**src/rtl/frame_dump_mgr.sv**
```systemverilog
// Multi-buffer frame dumper: packs data-channel bytes into RAM words, one frame per dumpMem.
// Optional macro HANDSHAKE_SYNC_EN adds a 2-flop synchronizer on handshakePC.
module frame_dump_mgr #(
  parameter int BYTE_W = 8,
  parameter int BPW    = 4,
  parameter int ADDR_W = 8,
  parameter int BUF_W  = 1,
  localparam int NUM_BUF = 1 << BUF_W,
  localparam int WORD_W  = BYTE_W * BPW
) (
  input  logic                    SYSCLK,
  input  logic                    reset_n,
  input  logic                    dumpMem,
  input  logic                    write_En_datachannel,
  input  logic [BYTE_W-1:0]       data_datachannel,
  input  logic [ADDR_W-1:0]       frame_words,
  input  logic [NUM_BUF-1:0]      handshakePC,
  output logic [NUM_BUF-1:0]      handshakeFPGA,
  output logic [WORD_W-1:0]       IPbus_RAM_data,
  output logic [BUF_W+ADDR_W-1:0] IPbus_RAM_address,
  output logic                    IPbus_RAM_we,
  output logic                    dumpdone,
  output logic                    busy,
  output logic                    trashing,
  output logic [15:0]             dropped_frames
);

  localparam int BCW   = (BPW > 1) ? $clog2(BPW) : 1;
  localparam int BUF_WI = (BUF_W > 0) ? BUF_W : 1;

  typedef enum logic [1:0] {IDLE, DUMPING, TRASH, STOPDUMP} state_t;

  state_t                   state_r, state_s;
  logic [NUM_BUF-1:0]       hs_pc_s;
  logic [NUM_BUF-1:0]       hs_fpga_r;
  logic [BUF_WI-1:0]        wr_buf_r, wr_buf_nxt_s;
  logic [BCW-1:0]           byte_cnt_r;
  logic [ADDR_W-1:0]        word_cnt_r, len_r, len_m1_s;
  logic [WORD_W-1:0]        shift_r, packed_s;
  logic [BUF_W+ADDR_W-1:0]  addr_s;
  logic                     end_pending_r, buf_free_s, active_s;
  logic                     we_r, dumpdone_r, busy_r, trashing_r;
  logic [WORD_W-1:0]        data_r;
  logic [BUF_W+ADDR_W-1:0]  addr_r;
  logic [15:0]              dropped_r;

`ifdef HANDSHAKE_SYNC_EN
  logic [NUM_BUF-1:0] hs_sync1_r, hs_sync2_r;

  // Two-flop synchronizer for the PC-side toggle bits
  always_ff @(posedge SYSCLK or negedge reset_n) begin
    if (!reset_n) begin
      hs_sync1_r <= '0;
      hs_sync2_r <= '0;
    end else begin
      hs_sync1_r <= handshakePC;
      hs_sync2_r <= hs_sync1_r;
    end
  end
  assign hs_pc_s = hs_sync2_r;
`else
  assign hs_pc_s = handshakePC;
`endif

  generate
    if (BUF_W > 0) begin : g_multi
      assign addr_s       = {wr_buf_r, word_cnt_r};
      assign wr_buf_nxt_s = wr_buf_r + BUF_WI'(1);
    end else begin : g_single
      assign addr_s       = word_cnt_r;
      assign wr_buf_nxt_s = '0;
    end
  endgenerate

  assign buf_free_s = (hs_fpga_r[wr_buf_r] == hs_pc_s[wr_buf_r]);
  assign packed_s   = (shift_r << BYTE_W) | WORD_W'(data_datachannel);
  // len==0 wraps to all-ones, i.e. the full buffer
  assign len_m1_s   = len_r - ADDR_W'(1);
  assign active_s   = ((state_r == DUMPING) || (state_r == TRASH)) && !end_pending_r;

  // State register
  always_ff @(posedge SYSCLK or negedge reset_n) begin
    if (!reset_n) state_r <= IDLE;
    else          state_r <= state_s;
  end

  // Next-state logic
  always_comb begin
    state_s = state_r;
    case (state_r)
      IDLE: begin
        if (dumpMem) state_s = buf_free_s ? DUMPING : TRASH;
        else         state_s = IDLE;
      end
      DUMPING, TRASH: begin
        if (end_pending_r) state_s = STOPDUMP;
        else               state_s = state_r;
      end
      STOPDUMP: state_s = IDLE;
      default:  state_s = IDLE;
    endcase
  end

  // Packing, word writes, frame completion and handshake bookkeeping
  always_ff @(posedge SYSCLK or negedge reset_n) begin
    if (!reset_n) begin
      hs_fpga_r     <= '0;
      wr_buf_r      <= '0;
      byte_cnt_r    <= '0;
      word_cnt_r    <= '0;
      len_r         <= '0;
      shift_r       <= '0;
      end_pending_r <= 1'b0;
      we_r          <= 1'b0;
      dumpdone_r    <= 1'b0;
      busy_r        <= 1'b0;
      trashing_r    <= 1'b0;
      data_r        <= '0;
      addr_r        <= '0;
      dropped_r     <= 16'd0;
    end else begin
      we_r       <= 1'b0;
      dumpdone_r <= 1'b0;
      busy_r     <= (state_s != IDLE);
      trashing_r <= (state_s == TRASH);

      if (state_r == IDLE && state_s != IDLE) len_r <= frame_words;

      if (active_s && write_En_datachannel) begin
        shift_r <= packed_s;
        if (byte_cnt_r == BCW'(BPW - 1)) begin
          byte_cnt_r <= '0;
          word_cnt_r <= word_cnt_r + ADDR_W'(1);
          if (state_r == DUMPING) begin
            we_r   <= 1'b1;
            data_r <= packed_s;
            addr_r <= addr_s;
          end
          if (word_cnt_r == len_m1_s) end_pending_r <= 1'b1;
        end else begin
          byte_cnt_r <= byte_cnt_r + BCW'(1);
        end
      end

      if (state_s == STOPDUMP && state_r != STOPDUMP) begin
        dumpdone_r <= 1'b1;
        if (state_r == DUMPING) begin
          hs_fpga_r[wr_buf_r] <= ~hs_fpga_r[wr_buf_r];
          wr_buf_r            <= wr_buf_nxt_s;
        end else if (dropped_r != 16'hFFFF) begin
          dropped_r <= dropped_r + 16'd1;
        end
      end

      if (state_r == STOPDUMP) begin
        byte_cnt_r    <= '0;
        word_cnt_r    <= '0;
        shift_r       <= '0;
        end_pending_r <= 1'b0;
      end
    end
  end

  assign handshakeFPGA     = hs_fpga_r;
  assign IPbus_RAM_data    = data_r;
  assign IPbus_RAM_address = addr_r;
  assign IPbus_RAM_we      = we_r;
  assign dumpdone          = dumpdone_r;
  assign busy              = busy_r;
  assign trashing          = trashing_r;
  assign dropped_frames    = dropped_r;

endmodule

```
**config.mk**
```make
export PLATFORM = sky130hd
export DESIGN_NAME = frame_dump_mgr
export DESIGN_NICKNAME = d
export VERILOG_FILES = /design/src/rtl/frame_dump_mgr.sv
export SDC_FILE = /design/constraint.sdc
export NUM_CORES = 1
export LEC_CHECK = 0
export BUFFER_PORTS_ARGS = -buffer_cell sky130_fd_sc_hd__clkbuf_2
export CAP_MARGIN = 10
export CORE_MARGIN = 10
export CORE_UTILIZATION = 55
export CTS_CLUSTER_DIAMETER = 80
export DETAILED_ROUTE_END_ITERATION = 12
export PLACE_DENSITY = 0.79
export SLEW_MARGIN = 10
export SYNTH_ARGS = -nofsm -noshare
export SYNTH_HDL_FRONTEND = slang
export SYNTH_SLANG_ARGS = --single-unit
```
**constraint.sdc**
```tcl
create_clock -name SYSCLK -period 2.4 [get_ports SYSCLK]
set_clock_uncertainty 0.15 [all_clocks]
set_input_delay 0.48 -clock SYSCLK [delete_from_list [all_inputs] [get_ports SYSCLK]]
set_output_delay 0.48 -clock SYSCLK [all_outputs]
set_load 0.01 [all_outputs]
```
After elaboration in Yosys (flattened, before gate mapping)
Index checks and enable logic that the tools add are counted.
{ "word_totals": {"register_bits": 109, "input_bits": 22} }
{ "op_classes": {"addsub": 5, "reduce_logical": 18, "n_mux": 27, "bitwise": 3, "eq_ne": 10, "n_lt_le_gt_ge": 2} }
{ "ops": {"columns": ["op", "n"], "rows": [
  ["$mux W24", 2],
  ["$or A32 B8 Y32", 1],
  ["$mux W8", 3],
  ["$add A16 B1 Y16 const B", 1],
  ["$ne A16 B16 Y1 const B", 1],
  ["$mux W1", 13],
  ["$mux W2", 6],
  ["$eq A2 B2 Y1 const B", 5],
  ["$reduce_and A3 Y1", 3],
  ["$add A8 B1 Y8 const B", 1],
  ["$eq A8 B8 Y1", 1],
  ["$reduce_bool A2 Y1", 4],
  ["$sub A8 B1 Y8 const B", 1],
  ["$pmux W2 S3", 1],
  ["$logic_and A1 B1 Y1", 5],
  ["$reduce_and A2 Y1", 2],
  ["$add A2 B1 Y2 const B", 1],
  ["$bwmux W2", 1],
  ["$eq A2 B1 Y1 const B", 1],
  ["$logic_not A2 Y1", 1],
  ["$lt A1 B2 Y1 const B", 1],
  ["$ne A2 B2 Y1 const B", 1],
  ["$not A1 Y1", 2],
  ["$reduce_or A2 Y1", 1],
  ["other kinds (6)", 6]
]} }

Longest topological paths before layout
{ "logic_depth": {"depth_word": 9, "depth_mapped": 7} }

Worst setup path after synthesis
No wires, ideal clock.
{ "synth_timing": {"path_kind": "register -> register", "start": "register state_r[0]", "end": "register dropped_r[1], in the netlist dropped_frames[1]", "path_slack_ps": 240, "setup_ps": 125, "stages_incl_launch_ff": 7, "path_buffers": 0, "arrival_ps": 1885, "period_less_slack_ps": 2160, "path_cell_list": "dfrtp_1 inv_1 ha_1 nand2b_1 nor4_2 a21boi_1 mux2_2"} }
{ "synth_between": {"elab_chain_cells": 6} }
{ "synth_rtl": {"columns": ["item", "line", "rtl"], "rows": [
  ["start: declaration", "33", "state_t state_r, state_s;"],
  ["start signal: assignment", "84", "else state_r <= state_s;"],
  ["$eq A2 B1 Y1 or $eq A2 B2 Y1 (tied branches)", "90, 147", null],
  ["$reduce_or A2 Y1", "90", "case (state_r)"],
  ["$pmux W2 S3", "90", null],
  ["$eq A2 B2 Y1", "145", "if (state_s == STOPDUMP && state_r != STOPDUMP) begin"],
  ["$logic_and A1 B1 Y1", "145", null],
  ["$reduce_and A3 Y1 (no source line) (*)", null, null],
  ["end signal: assignment", "151", "dropped_r <= dropped_r + 16'd1;"],
  ["end: declaration", "45", "logic [15:0] dropped_r;"]
]} }
Mark *: on every way between the ends. The rest lies on a longest branch, timed or not.
A chain may end at the register's enable or synchronous reset.

Worst setup path after layout
{ "layout_timing": {"start": "register state_r[0]", "end": "register word_cnt_r[7]"} }
{ "layout_between": {"elab_chain_cells": 6} }
{ "layout_rtl": {"columns": ["item", "line", "rtl"], "rows": [
  ["$eq A2 B1 Y1 or $eq A2 B2 Y1 (tied branches)", "79", "assign active_s = ((state_r == DUMPING) || (state_r == TRASH)) && !end_pending_r;"],
  ["$logic_or A1 B1 Y1", "79", null],
  ["$logic_and A1 B1 Y1", "79", null],
  ["$logic_and A1 B1 Y1", "129", "if (active_s && write_En_datachannel) begin"],
  ["$reduce_bool A2 Y1 (no source line)", null, null],
  ["$reduce_and A2 Y1 (no source line)", null, null],
  ["end signal: assignment", "133", "word_cnt_r <= word_cnt_r + ADDR_W'(1);"],
  ["end: declaration", "38", "logic [ADDR_W-1:0] word_cnt_r, len_r, len_m1_s;"]
]} }
Parallel ways exist; a longest one is shown, timed or not.

==> flow_summary_export.csv <==
group,metric,value,unit
power_and_ir_drop,power-per-cell-area,902,mW/mm²
place,port_buffers,84,
route,dr.first_iter.drc_count,123,
floorplan,core-area,0.00830,mm²
clocking,cts_tree,"built",
min_path,hp-start,"data_datachannel[4]",
global_route,grt_util_all_layers,15.6,%
power_and_ir_drop,p_leak,2.83,nW
logic_synthesis,synth_cell_type_count,41,
timing,fin_crit,2.21,ns
timing,fin_hold_ws,0.187,ns
global_route,overflow,0,
route,viasPerCell,5.37,
global_route,grt_pass1_vias,3444,
global_route,antenna_found_initial,0,
setup_path,crit_path_end_kind,"flip-flop",
timing,max_freq,0.452,GHz
logic_synthesis,synth_flop_cell,"dfrtp_1",
setup_path,path_max_fanout,8,
logic_synthesis,post_synth.cell_area_avg,11.7,µm²
route,drt-pass1-iter-count,4,
min_path,hold_class,"in2reg",
finish,drive_gt1_share,34.1,%
timing,fin_ws,0.190,ns
floorplan,core.rowCount,33,
finish,area_growth,17.3,%
setup_path,cp-start-kind,"flip-flop",
clocking,clkLatencyLatePin,0.36,ns
route,detail-route-antenna-nets,0,
timing,setup_tns,0,ns
logic_synthesis,asyncSetResetFlopFracSynth,100,%
route,detail_route.wl_per_cell,16.1,µm
setup_path,critPathArrivalTime,2.35,ns
place,hpwl,7060,µm
logic_synthesis,synthCells,402,
setup_path,worst_ep_required_time,2.54,ns
finish,diodes,0,
setup_path,r2r_start,"state_r[0]",
clocking,clockBufferDepth,2,
logic_synthesis,yosys_warnings,0,
timing,hold_viol,0,
power_and_ir_drop,power,4.99,mW
floorplan,die_width,113,µm
clocking,cts_max_level,3,
finish,num-nets-final,523,
timing,slew_viol_final,0,
setup_path,crit_start,"state_r[0]",
clocking,clockRootBuffer,"clkbuf_8",
clocking,cts.sinks,109,
place,pre_cts_ws,0.0443,ns
floorplan,die_h,113,µm
power_and_ir_drop,peakVddDrop,0.430,mV
clocking,clk_pin_slew_worst_paths,0.10,ns
logic_synthesis,synth_edf_count,0,
clocking,cts_setup_buffers,0,
timing,period_share,92.1,%
timing,relSlewSlack,71.2,%
logic_synthesis,ys_ff_latch,109,
setup_path,path_class,"reg2reg",
place,gp_congestion,0.800,
route,wirelength,9700,µm
floorplan,start_util,56.8,%
route,drc_errors,0,
global_route,grt_max_degree,60,
timing,finalSetupViolCount,0,
floorplan,io_pins,85,
logic_synthesis,ys_seq_area_share,57.9,%
flow_run,cap_violations,0,
floorplan,die-area,0.0127,mm²
logic_synthesis,syn-num-nets,432,
clocking,cts_buffers,9,
route,vias,3241,
timing,max_slew.worst_pin.slew,0.432,ns
run_status,status,"completed",
logic_synthesis,syn_area,0.00471,mm²
global_route,grt_pass1_wl,16600,µm
worst max-delay path: stages, from the launching register on:
cell and delay [ns]:
dfrtp_1 0.44, inv_1 0.10, ha_2 0.40, nand3b_4 0.12, nor2_8 0.16, o2111ai_1 0.22
or3_1 0.41, a21oi_1 0.15
sequential cells by signal, summed over array words and instances (netlist names), 8 cells and up:
signal,flops
IPbus_RAM_address,9
IPbus_RAM_data,32
dropped_frames,16
len_r,8
shift_r,24
word_cnt_r,8
through the flow:
step	util (%)	instance area, µm²	cells
after detailed placement	63.9	5310	586
after global placement	63.9	5310	586
after global routing	66.6	5530	603
after CTS	66.5	5520	603
after floorplan	-	4710	402
final	66.6	5530	603
report_power, final:
part           switching, mW  internal, mW
combinational          0.684         0.600
clock                  0.604         0.514
sequential             0.359          2.23
final cells by class:
type / count / area, µm²
fillers: 665 / 2770
flip-flops and latches: 109 / 2730
multi-input cells: 270 / 1910
repair buffers: 95 / 533
clock buffers: 11 / 141
well taps: 105 / 131
clock inverters: 5 / 60.1
inverters: 8 / 30.0
cell usage in the layout, fill, tap and decap left out, types with 2 or more instances in the layout:
master,count
and3_1,7
nor2_1,15
o2111ai_1,2
or3_1,2
xor2_1,14
ha_1,7
nand2b_1,3
dfrtp_1,109
nand2_2,2
inv_1,8
o21ai_0,5
xnor2_1,20
buf_4,9
clkbuf_2,83
nand2_1,65
nand3b_1,2
nor4_1,3
nor3_1,6
buf_12,2
mux2_2,50
clkinv_4,2
a21oi_1,32
nand4_1,10
a31oi_1,3
clkbuf_8,10
nand3_1,2
cell usage after synthesis, drive strengths merged (2+ instances only):
cell type	n	share of area (%)
nand3	2	0.21
mux2	50	12
nand3b	3	0.74
xor2	14	2.6
nor2	17	1.7
dfrtp	109	58
a31oi	3	0.40
buf	6	0.74
xnor2	20	3.7
nand4	10	1.3
nor3	6	0.64
and3	7	0.93
ha	8	2.1
a21oi	32	3.4
o21ai	6	0.64
nand2	67	5.3
o2111ai	2	0.37
or3	2	0.27
nand2b	3	0.40
clkbuf	9	0.72
nor4	4	0.66
inv	8	0.64
path summary, 6_finish.rpt:
path                       cells past startpoint            endpoint  slack (ns)
min in group asynchronous                      2   dropped_frames[4]        0.44
max in group asynchronous                      3  IPbus_RAM_data[15]        1.01
hold / removal                                 3          shift_r[4]        0.19
setup reg to reg                               7       word_cnt_r[7]        0.19
hold reg to reg                                1   dropped_frames[4]        0.36
setup / recovery                               7       word_cnt_r[7]        0.19
routing by layer:
layer / share of wire [%] / GRT usage, %
met5: 0 / 0
met4: 1.5 / 5.75
met3: 5.6 / 4.58
met2: 50 / 25.5
met1: 43 / 19.2
cell families after synthesis:
family	Yosys count	synth area share, %
compound gates	50	6.24
xor+xnor	34	6.32
fa+ha+maj	8	2.12
buf+inv	23	2.10
flops	109	57.9
mux	51	12.2
simple gates	127	13.2
repair_timing:
item	4_1_cts	5_1_grt
hold buffers	1	0
hold endpoints to repair	30	0
resized for setup	0	4
endpoints found under the setup margin	0	14
(Power assumes the default switching activity.)
